<file path="src/rtl/fp8_accum_seq.sv">
`default_nettype none
// ============================================================================
// fp8_accum_seq : sequencer summing a stream of 1-4-3 minifloats via an
//                 external registered FP8 adder.      Revision: 1.0
// ============================================================================
module fp8_accum_seq #(
  parameter int ADD_LAT = 1,
  parameter int LEN_W   = 4
) (
  input  logic             clk,
  input  logic             rst_n,
  input  logic             start,
  input  logic [LEN_W-1:0] len,
  input  logic [7:0]       in_data,
  input  logic             in_valid,
  output logic             in_ready,
  output logic [7:0]       add_a,
  output logic [7:0]       add_b,
  output logic             add_en,
  input  logic [7:0]       add_res,
  output logic [7:0]       sum,
  output logic             sum_valid,
  output logic             busy,
  output logic             ovf
);

  localparam int                WCNT_W      = $clog2(ADD_LAT + 2);
  localparam logic [WCNT_W-1:0] C_WCNT_LAST = WCNT_W'(ADD_LAT);
  localparam logic [LEN_W-1:0]  C_REM_ONE   = LEN_W'(1);

  typedef enum logic [1:0] {
    S_IDLE = 2'd0,
    S_LOAD = 2'd1,
    S_EXEC = 2'd2,
    S_DONE = 2'd3
  } state_t;

  state_t            r_state, w_state_nxt;
  logic [7:0]        r_acc, w_acc_nxt;
  logic [7:0]        r_add_a, w_add_a_nxt;
  logic [7:0]        r_add_b, w_add_b_nxt;
  logic [7:0]        r_sum, w_sum_nxt;
  logic [LEN_W-1:0]  r_rem, w_rem_nxt;
  logic [WCNT_W-1:0] r_wcnt, w_wcnt_nxt;
  logic              r_first, w_first_nxt;
  logic              r_ovf, w_ovf_nxt;

  always_ff @(posedge clk) begin
    if (!rst_n) begin
      r_state <= S_IDLE;
      r_acc   <= 8'h00;
      r_add_a <= 8'h00;
      r_add_b <= 8'h00;
      r_sum   <= 8'h00;
      r_rem   <= '0;
      r_wcnt  <= '0;
      r_first <= 1'b0;
      r_ovf   <= 1'b0;
    end else begin
      r_state <= w_state_nxt;
      r_acc   <= w_acc_nxt;
      r_add_a <= w_add_a_nxt;
      r_add_b <= w_add_b_nxt;
      r_sum   <= w_sum_nxt;
      r_rem   <= w_rem_nxt;
      r_wcnt  <= w_wcnt_nxt;
      r_first <= w_first_nxt;
      r_ovf   <= w_ovf_nxt;
    end
  end

  // sum is loaded on the edge entering DONE so it is already valid there
  always_comb begin
    w_state_nxt = r_state;
    w_acc_nxt   = r_acc;
    w_add_a_nxt = r_add_a;
    w_add_b_nxt = r_add_b;
    w_sum_nxt   = r_sum;
    w_rem_nxt   = r_rem;
    w_wcnt_nxt  = r_wcnt;
    w_first_nxt = r_first;
    w_ovf_nxt   = r_ovf;
    case (r_state)
      S_IDLE: begin
        if (start) begin
          w_ovf_nxt = 1'b0;
          if (len == '0) begin
            w_acc_nxt   = 8'h00;
            w_sum_nxt   = 8'h00;
            w_state_nxt = S_DONE;
          end else begin
            w_rem_nxt   = len;
            w_first_nxt = 1'b1;
            w_state_nxt = S_LOAD;
          end
        end
      end
      S_LOAD: begin
        if (in_valid) begin
          if (r_first) begin
            // first operand bypasses the adder so a lone operand stays exact
            w_acc_nxt   = in_data;
            w_first_nxt = 1'b0;
            w_rem_nxt   = r_rem - C_REM_ONE;
            if (r_rem == C_REM_ONE) begin
              w_sum_nxt   = in_data;
              w_state_nxt = S_DONE;
            end
          end else begin
            w_add_a_nxt = r_acc;
            w_add_b_nxt = in_data;
            w_wcnt_nxt  = '0;
            w_state_nxt = S_EXEC;
          end
        end
      end
      S_EXEC: begin
        w_wcnt_nxt = r_wcnt + 1'b1;
        if (r_wcnt == C_WCNT_LAST) begin
          w_acc_nxt = add_res;
          w_rem_nxt = r_rem - C_REM_ONE;
          w_ovf_nxt = r_ovf | (add_res[6:3] == 4'hF);
          if (r_rem == C_REM_ONE) begin
            w_sum_nxt   = add_res;
            w_state_nxt = S_DONE;
          end else begin
            w_state_nxt = S_LOAD;
          end
        end
      end
      S_DONE: begin
        w_state_nxt = S_IDLE;
      end
      default: begin
        w_state_nxt = S_IDLE;
      end
    endcase
  end

  assign in_ready  = (r_state == S_LOAD);
  assign add_en    = (r_state == S_EXEC);
  assign sum_valid = (r_state == S_DONE);
  assign busy      = (r_state != S_IDLE);
  assign add_a     = r_add_a;
  assign add_b     = r_add_b;
  assign sum       = r_sum;
  assign ovf       = r_ovf;

endmodule
`default_nettype wire

</file>
<file path="config.mk">
export PLATFORM = sky130hd
export DESIGN_NAME = fp8_accum_seq
export DESIGN_NICKNAME = d
export VERILOG_FILES = /design/src/rtl/fp8_accum_seq.sv
export SDC_FILE = /design/constraint.sdc
export NUM_CORES = 1
export LEC_CHECK = 0
export ABC_AREA = 1
export ABC_CLOCK_PERIOD_IN_PS = 2110
export CORE_ASPECT_RATIO = 2
export CORE_MARGIN = 4
export CORE_UTILIZATION = 45
export DETAILED_ROUTE_END_ITERATION = 6
export DONT_BUFFER_PORTS = 1
export PLACE_DENSITY = 0.58
export RECOVER_POWER = 50
export SLEW_MARGIN = 20
export SYNTH_ARGS = -nofsm -noshare
export SYNTH_HDL_FRONTEND = slang
export SYNTH_SLANG_ARGS = --single-unit
</file>
<file path="constraint.sdc">
create_clock -name clk -period 2.11 [get_ports clk]
set_input_delay 0.211 -clock clk [delete_from_list [all_inputs] [get_ports clk]]
set_output_delay 0.211 -clock clk [all_outputs]
set_load 0.03 [all_outputs]
</file>
After elaboration in Yosys (flattened, before gate mapping)

Index checks and enable logic that the tools add are counted.
W data, S select, Z words.

Reductions and logical operators: 15
Add/sub/neg operators: 2
Muxes and demuxes: 36
Equal/unequal tests: 16
Bitwise logic cells: 2

Operators by type and width:

| operator              | number |
|---|---|
| $mux W8               | 10 |
| $pmux W8 S3           | 2 |
| $mux W4               | 5 |
| $mux W2               | 9 |
| $pmux W4 S3           | 1 |
| $reduce_and A6 Y1     | 2 |
| $ne A2 B2 Y1 const B  | 5 |
| $reduce_and A3 Y1     | 3 |
| $ne A2 B1 Y1 const B  | 4 |
| $pmux W2 S4           | 1 |
| $reduce_and A4 Y1     | 2 |
| $reduce_and A8 Y1     | 1 |
| $reduce_bool A2 Y1    | 4 |
| $mux W1               | 5 |
| $eq A2 B1 Y1 const B  | 2 |
| $eq A2 B2 Y1 const B  | 2 |
| $eq A4 B1 Y1 const B  | 1 |
| $eq A4 B4 Y1 const B  | 1 |
| $logic_not A4 Y1      | 1 |
| $pmux W1 S2           | 2 |
| $pmux W2 S2           | 1 |
| $sub A4 B1 Y4 const B | 1 |
| $ne A3 B2 Y1 const B  | 1 |
| $reduce_bool A3 Y1    | 1 |
| other kinds (4)       | 4 |

Register bits after elaboration: 42
Word-level logic and storage cells: 80
Output and inout bits: 29

Longest topological paths before layout

Gate-level depths: netlist (run 1).

Word-level depth: 5
Gate-level depth with buffers: 10
Mapped depth without buffers: 10

Worst setup path after synthesis (run 1)

No wires, ideal clock.

Kind: reg2reg
Start point: reg r_state[1]
End point: reg r_add_a[7] (netlist: add_a[7])
Buffers on the path: 1
Data required time: 1,975 ps
Stages on the path, launching flop included: 9
Period minus slack after synthesis: 1,783 ps
Arrival time: 1,647 ps
Setup slack: 327 ps
Cells stage by stage: dfxtp_1 > inv_1 > ha_1 > inv_1 > nor2_2 > nand2_1 > buf_2 > nand2_1 > a21oi_1

Cells in the longest elaborated chain, start to end: 2

Ends and longest elaborated chain:

| item                        | RTL line | source |
|---|---|---|
| start: declaration          | 38       | `state_t r_state, w_state_nxt;` |
| start signal: assignment    | 60       | `r_state <= w_state_nxt;` |
| $eq A2 B1 Y1                | -        |  |
| named net in_ready          | 16       | `output logic in_ready,` |
| $reduce_and A3 Y1 (no line) | -        |  |
| end signal: assignment      | 62       | `r_add_a <= w_add_a_nxt;` |
| end: declaration            | 40       | `logic [7:0] r_add_a, w_add_a_nxt;` |

The timed path passes the listed nets, and every way through them passes these cells.
A chain may end at the register's enable or synchronous reset.

Final worst setup path (run 1)

Start point: reg r_state[1]
End point: reg r_sum[6] (netlist: sum[6])

Cells in the longest elaborated chain, start to end: 3
Elaborated cells between the ends (all ways): 13
Classes of those cells: 9 x eq/ne; 1 x mux; 3 x reduce/logical

Ends and longest elaborated chain:

| item                                                 | RTL line | source |
|---|---|---|
| $eq A2 B2 Y1, or another cell as far along           | 83       | `case (r_state)` |
| $ne A2 B1 Y1 (no line), or another cell as far along | -        |  |
| $reduce_and A8 Y1 (no line)                          | -        |  |
| end signal: assignment                               | 64       | `r_sum <= w_sum_nxt;` |
| end: declaration                                     | 42       | `logic [7:0] r_sum, w_sum_nxt;` |

Several ways; a longest one is shown, not always the timed one.

==> impl_metrics.tcl, run 1 <==
set metrics [dict create \
    tritoncts "done" \
    crit_required_ns 2.34 \
    comb_power_share_pct 48.4 \
    setup_viol 0 \
    ff2ff_setup_slack_ns 0.29 \
    gp_congestion 0.929 \
    setup_tns_ns 0 \
    endpoint_kind "flop" \
    cts_buffers 5 \
    synth_fp_nets 335 \
    ir_drop_uv 1010 \
    hold_ws_ns 0.0341 \
    post-route-period-util_pct 86.2 \
    cp.arrival_ns 2.05 \
    synth_top_cell_by_area "dfxtp_1" \
    grt_pass1_vias 1876 \
    final_common_cell "nand2_1" \
    fin_crit_ns 1.82 \
    hold_viol 0 \
    cts.sinks 42 \
    r2r-start "r_state[1]" \
    status "finished clean" \
    viasPerCell 5.22 \
    dr.pass1.iters 5 \
    synth-edff-count 0 \
    critical_path_class "reg -> reg" \
    core_area_um2 4640 \
    netSwitchingPower_mw 1.82 \
    ys_types 28 \
    dr_total_vias 1873 \
    overflow 0 \
    syn_area_um2 2180 \
    hp-class "in -> reg" \
    dp.cells 351 \
    drtIter0Drc 52 \
    grt_max_degree 29 \
    switching_share_pct 50.0 \
    syn_area_per_cell_um2 7.22 \
    async_reset_ff_share_pct 0 \
    clkTransAtPathRegs_ns 0.08 \
    clk_latency_ns 0.30 \
    wl_mm 5.42 \
    clkPwrFrac_pct 15.2 \
    grt_use_total_pct 18.9 \
    skew_ns 0.00634 \
    p_int_mw 1.82 \
    crit_start "r_state[1]" \
    root_buffer "clkbuf_8" \
    seq_power_share_pct 36.4 \
    hpwl_mm 4.23 \
    r2r_cells 8 \
    row_count 35 \
    cts_resized 0 \
    die_area_um2 6090 \
    cts_buffer_depth 2 \
    initial_utilization_pct 47.0 \
    diodes 0 \
    start_kind "flop" \
    hp-start "rst_n" \
    synth.yosys.seq_area_share_pct 38.6 \
    synth_area_leaders "dfxtp_1, nand2_1, a21oi_1, ha_1, nand3_1" \
    powerDensity_nw_per_um2 1570 \
    p_leak_nw 0.961 \
    min_to "sum[5]" \
    maxCapViolCount 0 \
    antenna_found_initial 0 \
    yosysTopAreaCellShare_pct 38.6 \
    post-cts-setup-buffers 0 \
    drc 0 \
    drive_gt1_share_pct 13.2 \
    yosys_warnings 0 \
    die_w_um 57.2 \
    holdPathStages 2 \
    area_growth_pct 6.08 \
    antenna_left 0 \
    fp.dieH_um 106 \
    reg2reg_to "sum[6]" \
    nets 336 \
    final_cell_mix "nand2_1, dfxtp_1, a21oi_1, inv_1, nand3_1" \
    fin_cells 359 \
    grt_pass1_wl_mm 8.92 \
    io_pins 53 \
    numPortBuffers 0 \
    worstPathMaxFanout 8 \
    synthFlopType "dfxtp_1" \
    slew_headroom_pct 63.6 \
    grt_setup_unrepaired "false" \
    ys_ff_latch 42 \
    tightest_slew_ns 0.546 \
    ctsHoldBuffers 0 \
    route.detailed.wl_per_inst_um 15.1 \
    syn_inst 302 \
    fmax_ghz 0.550 \
    drv_slew 0 \
    htreeDepth 2 \
]
==> worst max-delay path, cell delays in order (launching register included) <==
cell	delay, ns
dfxtp_1	0.39
inv_1	0.12
ha_1	0.21
clkbuf_1	0.24
o21ai_2	0.39
nand3_4	0.17
nand2_1	0.09
nand2_1	0.04
nor2_1	0.09
==> Yosys cell counts (all sizes together), types with 2 or more instances <==
cell type / number
nand3: 23
inv: 30
clkbuf: 2
nand4: 10
buf: 8
clkinv: 2
o21ai: 11
dfxtp: 42
nor2: 21
a21oi: 39
nand2: 102
ha: 9
==> kinds of logic (layout without fill, tap and decap cells) <==
family,count (synthesis),in the layout,synth area share (%)
simple gates,158,158,34.1
compound gates,51,51,13.5
flops,42,42,38.6
buf+inv,42,44,8.61
fa+ha+maj,9,9,5.16
==> per-stage QoR <==
step           util, %  area (µm²)  setup slack [ns]  power (mW)
2_1_floorplan        -        2180             0.327        2.75
3_3_place_gp      48.0        2230             0.366        3.13
3_5_place_dp      48.0        2230             0.346        3.14
4_1_cts           50.0        2320             0.319        3.69
5_1_grt           49.8        2310             0.118        3.95
6_report          49.8        2310             0.290        3.64
==> layer usage <==
metal  global-route usage, %  vias up  routed length, µm
li1                        -      967                  -
met1                    18.5      845               1940
met2                    35.9       49               3050
met3                    4.01       12                268
met4                    8.62        0                161
met5                       0        -                  0
==> flip-flops by register name, indices dropped and copies added, names as in the netlist <==
| register | flops |
|---|---|
| add_a | 8 |
| add_b | 8 |
| ovf | 1 |
| r_acc | 8 |
| r_first | 1 |
| r_rem | 4 |
| r_state | 2 |
| r_wcnt | 2 |
| sum | 8 |
==> power groups by stage <==
stage	clock network (mW)	logic (mW)	registers (mW)
2_1_floorplan	0	1.45	1.30
3_3_place_gp	0	1.78	1.35
3_5_place_dp	0	1.79	1.35
4_1_cts	0.569	1.80	1.33
5_1_grt	0.600	1.99	1.35
6_report	0.552	1.76	1.32
==> worst max path at each step <==
stage / end / slack (ns)
4_1_cts: sum[6] / 0.32
3_3_place_gp: sum[5] / 0.37
2_1_floorplan: add_a[7] / 0.33
3_5_place_dp: sum[6] / 0.35
6_report: sum[6] / 0.29
5_1_grt: sum[6] / 0.12
==> layout make-up <==
class	count	area, µm²
clock inverter	2	12.5
clock buffer	6	82.6
fill	500	2330
sequential	42	841
tap	55	68.8
inverter	32	135
timing repair buffer	4	23.8
multi-input combinational	218	1150
Power figures use the tool's default switching activity.
==> run 2: changes to the inputs <==
--- a/config.mk
+++ b/config.mk
@@ -10,6 +10,7 @@
 export CORE_ASPECT_RATIO = 2
 export CORE_MARGIN = 4
 export CORE_UTILIZATION = 45
+export CTS_BUF_LIST = sky130_fd_sc_hd__clkbuf_8
 export DETAILED_ROUTE_END_ITERATION = 6
 export DONT_BUFFER_PORTS = 1
 export PLACE_DENSITY = 0.58
==> results of run 2 <==
The final DEF is identical to that of run 1; final timing and power are the same.
==> RTL edit (flow settings as in run 2) <==
Re-encode `state_t` (4 states) as one-hot, 4 bits wide.
--- a/src/rtl/fp8_accum_seq.sv
+++ b/src/rtl/fp8_accum_seq.sv
@@ -29,9 +29,9 @@
   localparam logic [LEN_W-1:0]  C_REM_ONE   = LEN_W'(1);
 
-  typedef enum logic [1:0] {
-    S_IDLE = 2'd0,
-    S_LOAD = 2'd1,
-    S_EXEC = 2'd2,
-    S_DONE = 2'd3
+  typedef enum logic [3:0] {
+    S_IDLE = 4'b0001,
+    S_LOAD = 4'b0010,
+    S_EXEC = 4'b0100,
+    S_DONE = 4'b1000
   } state_t;
 
Check against the original RTL: same outputs for any inputs over 10 cycles, from zero or initial values and one cycle with rst_n low; not proved beyond that.
==> RTL edit against run 2 <==
- register-to-register slack worse by 0.02 ns
- routed wire length up 5.0%
- via count up 6.6%
- sequential cell count up 2
- total power down 21%
- utilization down 0.55 points
- count of clock-buffer cells in the layout down 1
- sequential share of layout area up 1.8 points
- setup slack worse by 0.11 ns
- final area down 0.16%
- area after synthesis up 1.1%
- largest power group unchanged
- highest routed layer unchanged
==> RTL edit: results (changes against run 2) <==
\begin{tabular}{lr}
\hline
Metric & Value \\
\hline
\multicolumn{2}{l}{\textbf{Outcome}} \\
Status & complete, no violations (unchanged) \\
\multicolumn{2}{l}{\textbf{GRT}} \\
Gr usage total & 20.06\% (was 18.86\%) \\
Pin count of the biggest net entering global routing & 26 (was 29) \\
Vias in the first global route & 2052 (was 1876) \\
\multicolumn{2}{l}{\textbf{Worst setup path}} \\
Reg2reg end & r\_rem[1] (was sum[6]) \\
Capture point of the worst path & add\_en (was sum[6]) \\
Largest incremental delay on the critical path & 0.36 ns (was 0.39 ns) \\
Peak fanout along the critical path & 9 (was 8) \\
Worst setup slack for register-to-register paths & 0.27 ns (was 0.29 ns) \\
Worst flop-to-flop path startpoint & r\_state[3] (was r\_state[1]) \\
Arrival @ worst endpoint & 1.72 ns (was 2.05 ns) \\
\multicolumn{2}{l}{\textbf{Placed design}} \\
Placed Cells & 386 (was 351) \\
Final weighted congestion of routability-driven global placement & 0.8479 (was 0.9294) \\
Instance area after placement & 2251 um\^{}2 (was 2227 um\^{}2) \\
Worst-case setup slack after placement & 0.3571 ns (was 0.3456 ns) \\
\multicolumn{2}{l}{\textbf{Timing}} \\
Hold\_ws & 0.01711 ns (was 0.03407 ns) \\
Final Skew & 0.006141 ns (was 0.006344 ns) \\
Period Utilization, post-route & 91.67\% (was 86.25\%) \\
\multicolumn{2}{l}{\textbf{Min path}} \\
End point of the most critical hold path & r\_state[0] (was sum[5]) \\
Hold Path Stages & 1 (was 2) \\
\multicolumn{2}{l}{\textbf{Power}} \\
Leak & 1.031 nW (was 0.9611 nW) \\
Worst-case vdd ir drop & 0.7771 mV (was 1.012 mV) \\
\multicolumn{2}{l}{\textbf{Yosys}} \\
Count of unique library cells instantiated by Yosys & 23 (was 28) \\
Cells after synthesis & 337 (was 302) \\
Synth Area in XOR/XNOR & 0.3971\% (was 0\%) \\
Post-synthesis share of cell area spent on full adders, half adders and majority gates & 1.702\% (was 5.164\%) \\
Post-Syn Nets & 364 (was 335) \\
Leading post-synthesis cells by cell area & sky130\_fd\_sc\_hd\_\_dfxtp\_1, sky130\_fd\_sc\_hd\_\_nand2\_1, sky130\_fd\_sc\_hd\_\_nand3\_1, sky130\_fd\_sc\_hd\_\_nor2\_1, sky130\_fd\_sc\_hd\_\_inv\_1 (was sky130\_fd\_sc\_hd\_\_dfxtp\_1, sky130\_fd\_sc\_hd\_\_nand2\_1, sky130\_fd\_sc\_hd\_\_a21oi\_1, sky130\_fd\_sc\_hd\_\_ha\_1, sky130\_fd\_sc\_hd\_\_nand3\_1) \\
\multicolumn{2}{l}{\textbf{Finish}} \\
NumNets Final & 365 (was 336) \\
Filler cell count in the final layout & 487 (was 500) \\
Proportion of layout cells with a drive suffix above 1 & 5.655\% (was 13.16\%) \\
\multicolumn{2}{l}{\textbf{Detailed routing}} \\
WL final & 5.692 mm (was 5.419 mm) \\
Router iterations before antenna repair & 4 (was 5) \\
Drt via density & 5.107 (was 5.217) \\
Wirelength per Cell & 14.56 um (was 15.09 um) \\
\hline
\end{tabular}
-- RTL edit: report_power, final --
group	internal [mW]	total (mW)	leakage (nW)	switching [mW]
combinational	0.373	1.20	0.637	0.830
clock	0.214	0.479	0.0359	0.265
sequential	0.992	1.17	0.358	0.181
total	1.58	2.85	1.03	1.28
-- RTL edit: layout make-up --
| type | instances | area, um^2 | share of cell area (%) |
|---|---|---|---|
| Inverter | 43 | 161.4 | 6.988 |
| Clock buffer | 5 | 68.82 | 2.979 |
| Tap cell | 55 | 68.82 | 2.979 |
| Multi-Input combinational cell | 239 | 1100 | 47.62 |
| Timing Repair Buffer | 5 | 30.03 | 1.300 |
| Sequential cell | 44 | 880.8 | 38.14 |
-- RTL edit: per-layer routing --
layer	share of wire [%]	track usage, %	wire length (um)
met1	39	21.88	2222
met2	53	36.25	3021
met3	5.3	4.337	302
met4	2.6	7.960	146
met5	0	0	0
